`src/rtl/enc_pkg.sv`:
```
// Shared constants and types for the sequential 8-to-3 encoder.
// Used by prio_sel8 and enc8to3_queue.
package enc_pkg;
    localparam int N_REQ  = 8;
    localparam int CODE_W = 3;

    localparam logic [CODE_W-1:0] PTR_RST = 3'b111;

    typedef enum logic {
        IDLE = 1'b0,
        HOLD = 1'b1
    } state_t;
endpackage

```
`src/rtl/prio_sel8.sv`:
```
// Combinational 8-way first-set search from a start index.
// dir=0 walks upward from start, dir=1 walks downward, both wrap.
module prio_sel8
    import enc_pkg::*;
(
    input  logic [N_REQ-1:0]  vec,
    input  logic [CODE_W-1:0] start,
    input  logic              dir,
    output logic [CODE_W-1:0] idx,
    output logic [N_REQ-1:0]  mask,
    output logic              any
);
    logic [CODE_W-1:0] cand;

    // Walk the search order backwards so the nearest hit is written last.
    always_comb begin
        idx  = '0;
        any  = 1'b0;
        cand = '0;
        for (int i = N_REQ - 1; i >= 0; i--) begin
            cand = dir ? start - CODE_W'(i) : start + CODE_W'(i);
            if (vec[cand]) begin
                idx = cand;
                any = 1'b1;
            end
        end
    end

    always_comb begin
        mask = '0;
        if (any)
            mask[idx] = 1'b1;
    end
endmodule

```
`src/rtl/enc8to3_queue.sv`:
```
// Sequential 8-to-3 encoder: queues request bits, emits one index per handshake.
// Define ENC8TO3_RR_EN for a round-robin selector instead of fixed priority.
module enc8to3_queue
    import enc_pkg::*;
#(
    parameter logic PRIORITY_HIGH = 1'b1
) (
    input  logic              Clock,
    input  logic              Resetn,
    input  logic              En,
    input  logic [N_REQ-1:0]  Req,
    input  logic              Rdy,
    output logic [CODE_W-1:0] W,
    output logic              Valid,
    output logic [N_REQ-1:0]  Pending,
    output logic              Overflow
);
    state_t            state;
    state_t            state_nx;
    logic [CODE_W-1:0] sel_idx;
    logic [N_REQ-1:0]  sel_mask;
    logic              sel_any;
    logic [CODE_W-1:0] sel_start;
    logic              sel_dir;
    logic              load;
    logic [N_REQ-1:0]  load_mask;
    logic [N_REQ-1:0]  req_cap;

`ifdef ENC8TO3_RR_EN
    logic [CODE_W-1:0] ptr;

    assign sel_start = ptr + CODE_W'(1);
    assign sel_dir   = 1'b0;

    always_ff @(posedge Clock or negedge Resetn) begin
        if (!Resetn)
            ptr <= PTR_RST;
        else if (load)
            ptr <= sel_idx;
    end
`else
    assign sel_start = PRIORITY_HIGH ? CODE_W'(N_REQ - 1) : '0;
    assign sel_dir   = PRIORITY_HIGH;
`endif

    prio_sel8 u_sel (
        .vec   (Pending),
        .start (sel_start),
        .dir   (sel_dir),
        .idx   (sel_idx),
        .mask  (sel_mask),
        .any   (sel_any)
    );

    // A load happens from IDLE, or from HOLD on the handshake edge.
    assign load      = sel_any & ((state == IDLE) | Rdy);
    assign load_mask = load ? sel_mask : '0;
    assign req_cap   = En ? Req : '0;

    always_ff @(posedge Clock or negedge Resetn) begin
        if (!Resetn)
            state <= IDLE;
        else
            state <= state_nx;
    end

    always_comb begin
        state_nx = state;
        unique case (state)
            IDLE: if (sel_any) state_nx = HOLD;
            HOLD: if (Rdy && !sel_any) state_nx = IDLE;
            default: state_nx = IDLE;
        endcase
    end

    always_comb begin
        Valid = (state == HOLD);
    end

    always_ff @(posedge Clock or negedge Resetn) begin
        if (!Resetn) begin
            W        <= '0;
            Pending  <= '0;
            Overflow <= 1'b0;
        end else begin
            if (load)
                W <= sel_idx;
            Pending <= (Pending & ~load_mask) | req_cap;
            if (|(req_cap & Pending & ~load_mask))
                Overflow <= 1'b1;
        end
    end
endmodule

```
`config.mk`:
```
export PLATFORM = sky130hd
export DESIGN_NAME = enc8to3_queue
export DESIGN_NICKNAME = d
export VERILOG_FILES = /design/src/rtl/enc_pkg.sv /design/src/rtl/prio_sel8.sv /design/src/rtl/enc8to3_queue.sv
export SDC_FILE = /design/constraint.sdc
export NUM_CORES = 1
export LEC_CHECK = 0
export BUFFER_PORTS_ARGS = -buffer_cell sky130_fd_sc_hd__buf_2
export CAP_MARGIN = 5
export CORE_ASPECT_RATIO = 0.75
export CORE_MARGIN = 2
export CORE_UTILIZATION = 30
export DETAILED_ROUTE_END_ITERATION = 8
export SYNTH_ARGS = -nofsm -noshare
export SYNTH_HDL_FRONTEND = slang
export SYNTH_HIERARCHICAL = 1
export SYNTH_SLANG_ARGS = --single-unit
```
`constraint.sdc`:
```
create_clock -name Clock -period 8.6 [get_ports Clock]
set_clock_uncertainty 0.15 [all_clocks]
set_input_delay 0.86 -clock Clock [delete_from_list [all_inputs] [get_ports Clock]]
set_output_delay 0.86 -clock Clock [all_outputs]
set_load 0.005 [all_outputs]
```
==> results of run 1 <==
synthesized netlist by cell type (all sizes together) (2+ instances only):
master / number
nand2: 21
mux4: 8
nor2: 3
fa: 2
buf: 8
mux2i: 11
a31oi: 11
a22o: 8
and2: 2
and4: 2
nor4: 6
nor3: 2
o21ai: 3
inv: 9
nor2b: 2
a221oi: 2
a21oi: 4
mux2: 10
a2111oi: 3
dfrtp: 13
and3: 4
clkbuf: 2
xnor3: 2
nand2b: 4
cells in the final DEF (no fill, tap or decap), types with 4 or more instances in the layout:
cell,instances
conb_1,6
a22o_1,8
mux2i_1,9
a31oi_1,11
buf_2,24
mux4_2,5
nand2_1,21
a21oi_1,4
inv_1,7
nor4_1,6
dfrtp_1,13
mux2_2,4
final cells by class:
type | instances | area [um^2]
clock buffers | 4 | 45.04
fillers | 564 | 3467
inverters | 9 | 33.78
multi-input cells | 133 | 1210
flip-flops and latches | 13 | 325.3
well taps | 75 | 93.84
repair buffers | 24 | 120.1
logic make-up after synthesis:
logic type | synth area share, %
AND/OR/NAND/NOR | 16.11
AO/OA/AOI/OAI | 22.67
multiplexers | 26.95
buffers and inverters | 7.481
flip-flops | 19.85
XOR/XNOR | 4.275
adder cells (fa/ha/maj) | 2.443
other | 0.2288
power by group through the flow:
stage	logic [uW]	registers (uW)	clock network, uW
detailed placement	265	115	0
floorplan	203	107	0
finish	276	113	54.5
CTS	267	113	55.7
global placement	268	113	0
global route	302	118	60.5
per-stage QoR:
| stage | total power, uW | utilization (%) |
|---|---|---|
| floorplan | 310.4 | - |
| global placement | 381.1 | 33.67 |
| detailed placement | 379.5 | 33.67 |
| CTS | 436.0 | 34.52 |
| global route | 480.5 | 34.52 |
| finish | 442.9 | 34.52 |
worst register-to-register path, delay by kind of cell, from the launching register on:
family          cells  cell delay [ns]
compound gates      4             0.91
simple gates        4             0.86
mux                 2             1.07
flops               1             0.44
path summary, 6_finish.rpt:
| check | end | startpoint |
|---|---|---|
| min in group asynchronous | Overflow$_DFFE_PN0P_ | Resetn |
| max in group asynchronous | Pending[4]$_DFF_PN0_ | Resetn |
| worst max register to register | Overflow$_DFFE_PN0P_ | Pending[2]$_DFF_PN0_ |
| worst max-delay path | Overflow$_DFFE_PN0P_ | Pending[2]$_DFF_PN0_ |
| worst min-delay path | Overflow$_DFFE_PN0P_ | Overflow$_DFFE_PN0P_ |
| worst min register to register | Overflow$_DFFE_PN0P_ | Overflow$_DFFE_PN0P_ |
registers in the layout (all words and copies together), names as in the netlist:
signal	count
Overflow	1
W	3
Valid	1
Pending	8
layer usage:
layer / track usage [%] / wire length (um) / vias up
met5: 0 / 0 / -
met4: 1.866 / 19 / 0
met3: 3.378 / 299 / 2
met2: 18.80 / 1493 / 53
met1: 24.30 / 2184 / 646
li1: - / - / 668
==> run metrics, run 1 <==
synth warn 6; share of power burned in registers 25.5%; top cells by area, synth dfrtp_1 20%, mux4_2 6.9%, mux2i_1 5.5%; CP max stage cell mux4_1; Synth area leader dfrtp_1; CP max stage delay 0.69 ns; Mean Syn Cell Area 10.24 um^2; max_cap viols 0; r2r setup slk 5.07 ns; Max Slew Vio Count 0; RSZ-0062 raised after global routing false; die area 0.006077 mm^2; root buffer cell clkbuf_8; Routed WL per cell 15.49 um; worst hold path depth 1; Netlist cell types 57; Crit Path Max Fanout 8; vias in the first global route 1295; critical path type reg2reg; DRT Pass-1 Iters 4; pin count of the biggest net entering global routing 17; setup TNS 0 ns; CTS tree done; Sw Ratio 45.36%; Setup violations, final 0; Levels on crit path 10; Cells after DPL 254; post_cts resized 0; DP Area 0.001783 mm^2; FP Rows 23; fin crit share 41.10%; reg2reg path depth 10; H-tree Lvls 1; initial antenna violation count 0; Comb power frac 62.2%; Antenna Cells 0; first-pass GRT wire length 6872 um; Power Internal 242.0 uW; Hold Worst Slack 0.3165 ns; number of post-CTS setup repair buffers 0; Die Y-Extent 68.02 um; dpl ws 5.116 ns; fraction of registers with async set/reset 100.0%; Hold WC Path Type reg2reg; Top FF cell, synth dfrtp_1; CP cell instances mux4_1 -> mux2i_1 -> nand2_1 -> a2111oi_2 -> a2111oi_4 -> nor3_1 -> a31oi_1 -> nor4_1 -> nand2_1 -> a21o_1; post-route ant nets 0; power share of the clock group 12.3%; # nets final 198; switching power 200.9 uW; total CTS buffers 3; Mapped Area 0.001639 mm^2; Final Hold Viols 0; Leakage Power 0.0007599 uW; fmax 282.9 MHz; Post-Layout Cell Count 258; Tot GR Track Use 14.58%; Die X 89.35 um; Layout area overhead 11.53%; fin crit period 3.535 ns; setup ws final 5.065 ns; mean number of vias per cell 5.306; fin area 0.001828 mm^2; CTS Sinks 13; Crit path top cell by count nand2_1; worst vdd rail ir drop 0.0001136 V; GPL Wtd Cong 0.9031; port bufs 24; Starting Density 30.95%; maximum buffer depth of the clock tree 2; DRC errors left 0; DR vias 1369; Mapped Cells 160; Crit path max-delay family multiplexers; Pwr per Cell Area 242.3 mW/mm^2; startpoint types flop; CTS hold repair buffers 0; DR iter-0 viols 195; core area 0.005295 mm^2; DP HPWL 3166 um; Worst Path Buf+Inv 0; Detailed Route WL 3996 um; Post-synth EDFFs 0; Synth top area share 19.85%; flops & latches, synth 13; kind of end point of the critical path flop; sequential share of the synthesized area 19.85%; clock slew at reported path FFs 0.05 ns; status complete, no violations; GRT overflow 0; arrival time worst endpoint 3.52 ns; clk_lat worst skew 0.24 ns; CP required 8.58 ns; Ports 25; layout cells sized above 1 28.96%
Power figures use the tool's default switching activity.
==> run 2, diff against run 1 <==
- clock period: 8.6 -> 3.6 ns (I/O delays scaled with it)
==> run 2 against run 1 <==
Against the previous run:
- clock power grew 140%
- worst hold slack lost 0.10 ns
- via count grew 8.0%
- critical path type unchanged
- critical endpoint unchanged
==> run metrics, run 2 (same netlist as run 1, synthesis figures left out) <==
Leakage Power 0.0008080 uW; die area 0.006077 mm^2; setup TNS 0 ns; met3 Track Usage GR 4.343%; clk_lat worst skew 0.24 ns; DRC errors left 0; Die Y-Extent 68.02 um; grt peak-use layer met1; kind of end point of the critical path flop; fin crit share 93.33%; Hold WC Path Type in2reg; worst hold endpoint Pending[5]$_DFF_PN0_; CTS Sinks 13; reg2reg path depth 11; RSZ-0062 raised after global routing false; worst vdd rail ir drop 0.0002730 V; DR iter-0 viols 160; CP max stage delay 0.57 ns; clock slew at reported path FFs 0.06 ns; mean number of vias per cell 5.498; initial antenna violation count 0; CP max stage cell mux4_2; status complete, no violations; Setup violations, final 0; most common library cell in the layout ignoring fill and taps buf_2; fraction of met2 tracks used by global routing 19.07%; largest registers Pending (8), W (3); Crit Path Max Fanout 8; pin count of the biggest net entering global routing 17; startpoint types flop; fmax 297.6 MHz; Starting Density 30.95%; Core Util, Final 36.06%; CP cell instances mux4_2 -> a221oi_1 -> a21oi_1 -> a222oi_1 -> o32a_1 -> inv_2 -> nor4_1 -> a31oi_1 -> nor4_1 -> nand2_1 -> a21o_1; Layout area overhead 16.49%; maximum buffer depth of the clock tree 2; worst r2r dst Overflow$_DFFE_PN0P_; fin area 0.001909 mm^2; critical path type reg2reg; Ports 25; Crit path top cell by count nor4_1; root buffer cell clkbuf_8; max_cap viols 0; FP Rows 23; CTS tree done; Final Hold Viols 0; number of post-CTS setup repair buffers 0; first-pass GRT wire length 6706 um; Worst R2R Start Pending[4]$_DFF_PN0_; layout cells sized above 1 32.99%; arrival time worst endpoint 3.34 ns; r2r setup slk 0.24 ns; worst hold start Req[5]; vias in the first global route 1286; post-route ant nets 0; Max Slew Vio Count 0; Routed WL per cell 15.32 um; GRT overflow 0; # nets final 209; DP HPWL 3249 um; Detailed Route WL 4120 um; fin crit period 3.360 ns; worst hold path depth 2; total CTS buffers 3; port bufs 24; GPL Wtd Cong 0.9194; core area 0.005295 mm^2; Die X 89.35 um; H-tree Lvls 1; DP Area 0.001858 mm^2; Post-Layout Cell Count 269; most frequent cells in the layout 24 x buf_2, 21 x nand2_1, 13 x dfrtp_1; Pwr per Cell Area 591.6 mW/mm^2; Cells after DPL 264; met1 Usage GRT 23.13%; DRT Pass-1 Iters 5; Tot GR Track Use 14.45%; Antenna Cells 0; CP required 3.58 ns; DR vias 1479; max FFs per register 8; Most flops, register Pending
run 2: changes by cell type in the layout (fill, tap and decap cells not counted), sizes merged:
cell,previous run,this run
buf,24,34
dlygate4sd3,0,1
run 2: through the flow:
| step | setup WS [ns] | hold slack [ns] | total power [uW] |
|---|---|---|---|
| 2_1_floorplan | 0.5290 | -0.08559 | 741.5 |
| 3_3_place_gp | 0.04914 | 0.1159 | 974.6 |
| 3_5_place_dp | 0.2069 | 0.1129 | 968.9 |
| 4_1_cts | 0.2062 | 0.2141 | 1105 |
| 5_1_grt | 0.002728 | 0.2106 | 1210 |
| 6_report | 0.2402 | 0.2146 | 1130 |
run 2: per-layer routing:
metal  wire length [um]  up-vias
met3                424        8
met5                  0        -
li1                   -      687
met1               2051      697
met4                 24        0
met2               1620       87
run 2: worst max-delay path by stage:
stage | from | endpoint | slack [ns]
final | Pending[4]$_DFF_PN0_ | Overflow$_DFFE_PN0P_ | 0.24
after global routing | Pending[4]$_DFF_PN0_ | Overflow$_DFFE_PN0P_ | 0.003
after CTS | Pending[4]$_DFF_PN0_ | Overflow$_DFFE_PN0P_ | 0.21
after detailed placement | Pending[4]$_DFF_PN0_ | Overflow$_DFFE_PN0P_ | 0.21
after global placement | Pending[4]$_DFF_PN0_ | Overflow$_DFFE_PN0P_ | 0.05
after floorplan | Pending[7]$_DFF_PN0_ | Overflow$_DFFE_PN0P_ | 0.53
run 2: critical path: cells and delay by family (launching register included):
family | cells | cell delay (ns)
buffers and inverters | 1 | 0.08
AOI/OAI and AO/OA | 6 | 1.32
and+or+nand+nor | 3 | 0.65
muxes | 1 | 0.57
DFF | 1 | 0.46
run 2: layout make-up:
type                       instances  area [um^2]
inverter                           9        33.78
clock buffer                       4        45.04
fill                             541         3386
multi-input combinational        133         1206
sequential                        13        325.3
timing repair buffer              35        205.2
tap                               75        93.84
run 2: timing repair:
item                                    CTS  global route
hold buffers                              1             0
hold endpoints to repair                 13             0
gates resized for setup                   0             1
endpoints found under the setup margin    0             1
run 2: where the power goes:
| group | switching (uW) | internal (uW) |
|---|---|---|
| sequential | 41.7 | 194 |
| combinational | 400 | 360 |
| clock | 54.5 | 78.2 |
==> run 3, diff against run 2 <==
- RECOVER_POWER: not set -> 25
==> run 3 against run 2 <==
Against the previous run:
- sequential power about the same
- largest power group unchanged
- first-iteration DRC count increased by 18%
- clock power about the same
==> run metrics, run 3 (same netlist as run 1, synthesis figures left out) <==
Worst Path Buf+Inv 1; number of post-CTS setup repair buffers 0; fill cell count 542; Crit Path Max Fanout 8; Worst-Margin Slew 0.6900 ns; largest registers Pending (8), W (3); CP cell instances mux4_2 -> a221oi_1 -> a21oi_1 -> a222oi_1 -> o32a_1 -> inv_2 -> nor4_1 -> a31oi_1 -> nor4_1 -> nand2_1 -> a21o_1; most frequent cells in the layout 23 x buf_2, 21 x nand2_1, 13 x dfrtp_1; CP max stage cell mux4_2; power share of the clock group 11.8%; Crit path top cell by count nor4_1; multi-input logic area 0.001206 mm^2; Layout area overhead 16.41%; r2r setup slk 0.21 ns; port bufs 24; fmax 295.3 MHz; Sw Ratio 43.92%; share of power burned in registers 20.9%; worst hold endpoint Pending[5]$_DFF_PN0_; Leakage Power 0.0008052 uW; GPL Wtd Cong 0.9194; total CTS buffers 3; mean number of vias per cell 5.442; Final Hold Viols 0; Crit path max-delay family compound AO/OA/AOI/OAI gates; worst r2r dst Overflow$_DFFE_PN0P_; maximum buffer depth of the clock tree 2; Die Y-Extent 68.02 um; Worst R2R Start Pending[4]$_DFF_PN0_; CTS Sinks 13; Pwr per Cell Area 591.4 mW/mm^2; worst vdd rail ir drop 0.0002734 V; Tot GR Track Use 14.45%; Antenna Cells 0; worst hold start Req[5]; H-tree Lvls 1; pin count of the biggest net entering global routing 17; status complete, no violations; CTS tree done; first-pass GRT wire length 6706 um; setup TNS 0 ns; dpl ws 0.2069 ns; arrival time worst endpoint 3.37 ns; CP max stage delay 0.57 ns; layout cells sized above 1 32.47%; Reg area 325.3 um^2; RSZ-0062 raised after global routing false; most common library cell in the layout ignoring fill and taps buf_2; relative slew slack 54.00%; Starting Density 30.95%; DR iter-0 viols 189; vias in the first global route 1286; GRT overflow 0; DRC errors left 0; die area 0.006077 mm^2; DR vias 1464; Die X 89.35 um; max FFs per register 8; critical path type reg2reg; Most flops, register Pending; max_cap viols 0; fin crit share 94.07%; Detailed Route WL 4103 um; Comb power frac 67.3%; DRT Pass-1 Iters 5; kind of end point of the critical path flop; startpoint types flop; core area 0.005295 mm^2; Max Slew Vio Count 0; Routed WL per cell 15.25 um; FP Rows 23; initial antenna violation count 0; clock slew at reported path FFs 0.06 ns; post-route ant nets 0; root buffer cell clkbuf_8; reg2reg path depth 11; Power Internal 632.8 uW; clk_lat worst skew 0.24 ns; Ports 25; # nets final 209; fin crit period 3.386 ns; Setup violations, final 0; Hold WC Path Type in2reg; CP startpoint Pending[4]$_DFF_PN0_; worst hold path depth 2; setup ws final 0.2136 ns; CP required 3.58 ns; DP HPWL 3249 um; switching power 495.7 uW
==> run 3: cell count changes in the layout (fill, tap and decap cells not counted), sizes merged <==
cell,delta
buf,-1
clkbuf,+1
==> run 3: power by group through the flow <==
stage / logic [uW] / registers, uW / clock network [uW]
final: 760 / 236 / 133
after global routing: 823 / 241 / 146
after global placement: 739 / 236 / 0
after CTS: 735 / 236 / 134
after floorplan: 486 / 255 / 0
after detailed placement: 730 / 239 / 0
==> run 3: repair_timing <==
action,CTS,global route
endpoints found under the hold margin,13,0
resized for setup,0,1
hold buffers,1,0
setup endpoints to repair,0,1
==> run 3: how the worst max path moves through the flow <==
stage | to | slack (ns) | cells past startpoint
6_report | Overflow$_DFFE_PN0P_ | 0.21 | 11
5_1_grt | Overflow$_DFFE_PN0P_ | 0.003 | 11
4_1_cts | Overflow$_DFFE_PN0P_ | 0.21 | 11
3_5_place_dp | Overflow$_DFFE_PN0P_ | 0.21 | 11
3_3_place_gp | Overflow$_DFFE_PN0P_ | 0.05 | 11
2_1_floorplan | Overflow$_DFFE_PN0P_ | 0.53 | 10
==> run 3: routing by layer <==
layer  vias to the layer above  GRT usage (%)  wire length [um]
met5                         -              0                 0
met3                         2          4.343               417
met4                         0          1.866                12
met1                       689          23.13              2070
li1                        688              -                 -
met2                        85          19.07              1602
==> run 3: cell type report <==
class | instances | share of cell area [%]
well taps | 75 | 4.918
multi-input cells | 133 | 63.21
repair buffers | 35 | 10.69
inverters | 9 | 1.770
flip-flops and latches | 13 | 17.05
clock buffers | 4 | 2.361
==> run 3: through the flow <==
step                power [uW]  std cells  util (%)  instance area [um^2]  hold slack (ns)
floorplan                741.5        165         -                  1658         -0.08559
global placement         974.6        264     35.09                  1858           0.1159
detailed placement       968.9        264     35.09                  1858           0.1129
CTS                       1105        269     36.13                  1913           0.2141
global route              1210        269     36.04                  1908           0.2106
finish                    1128        269     36.04                  1908           0.2146
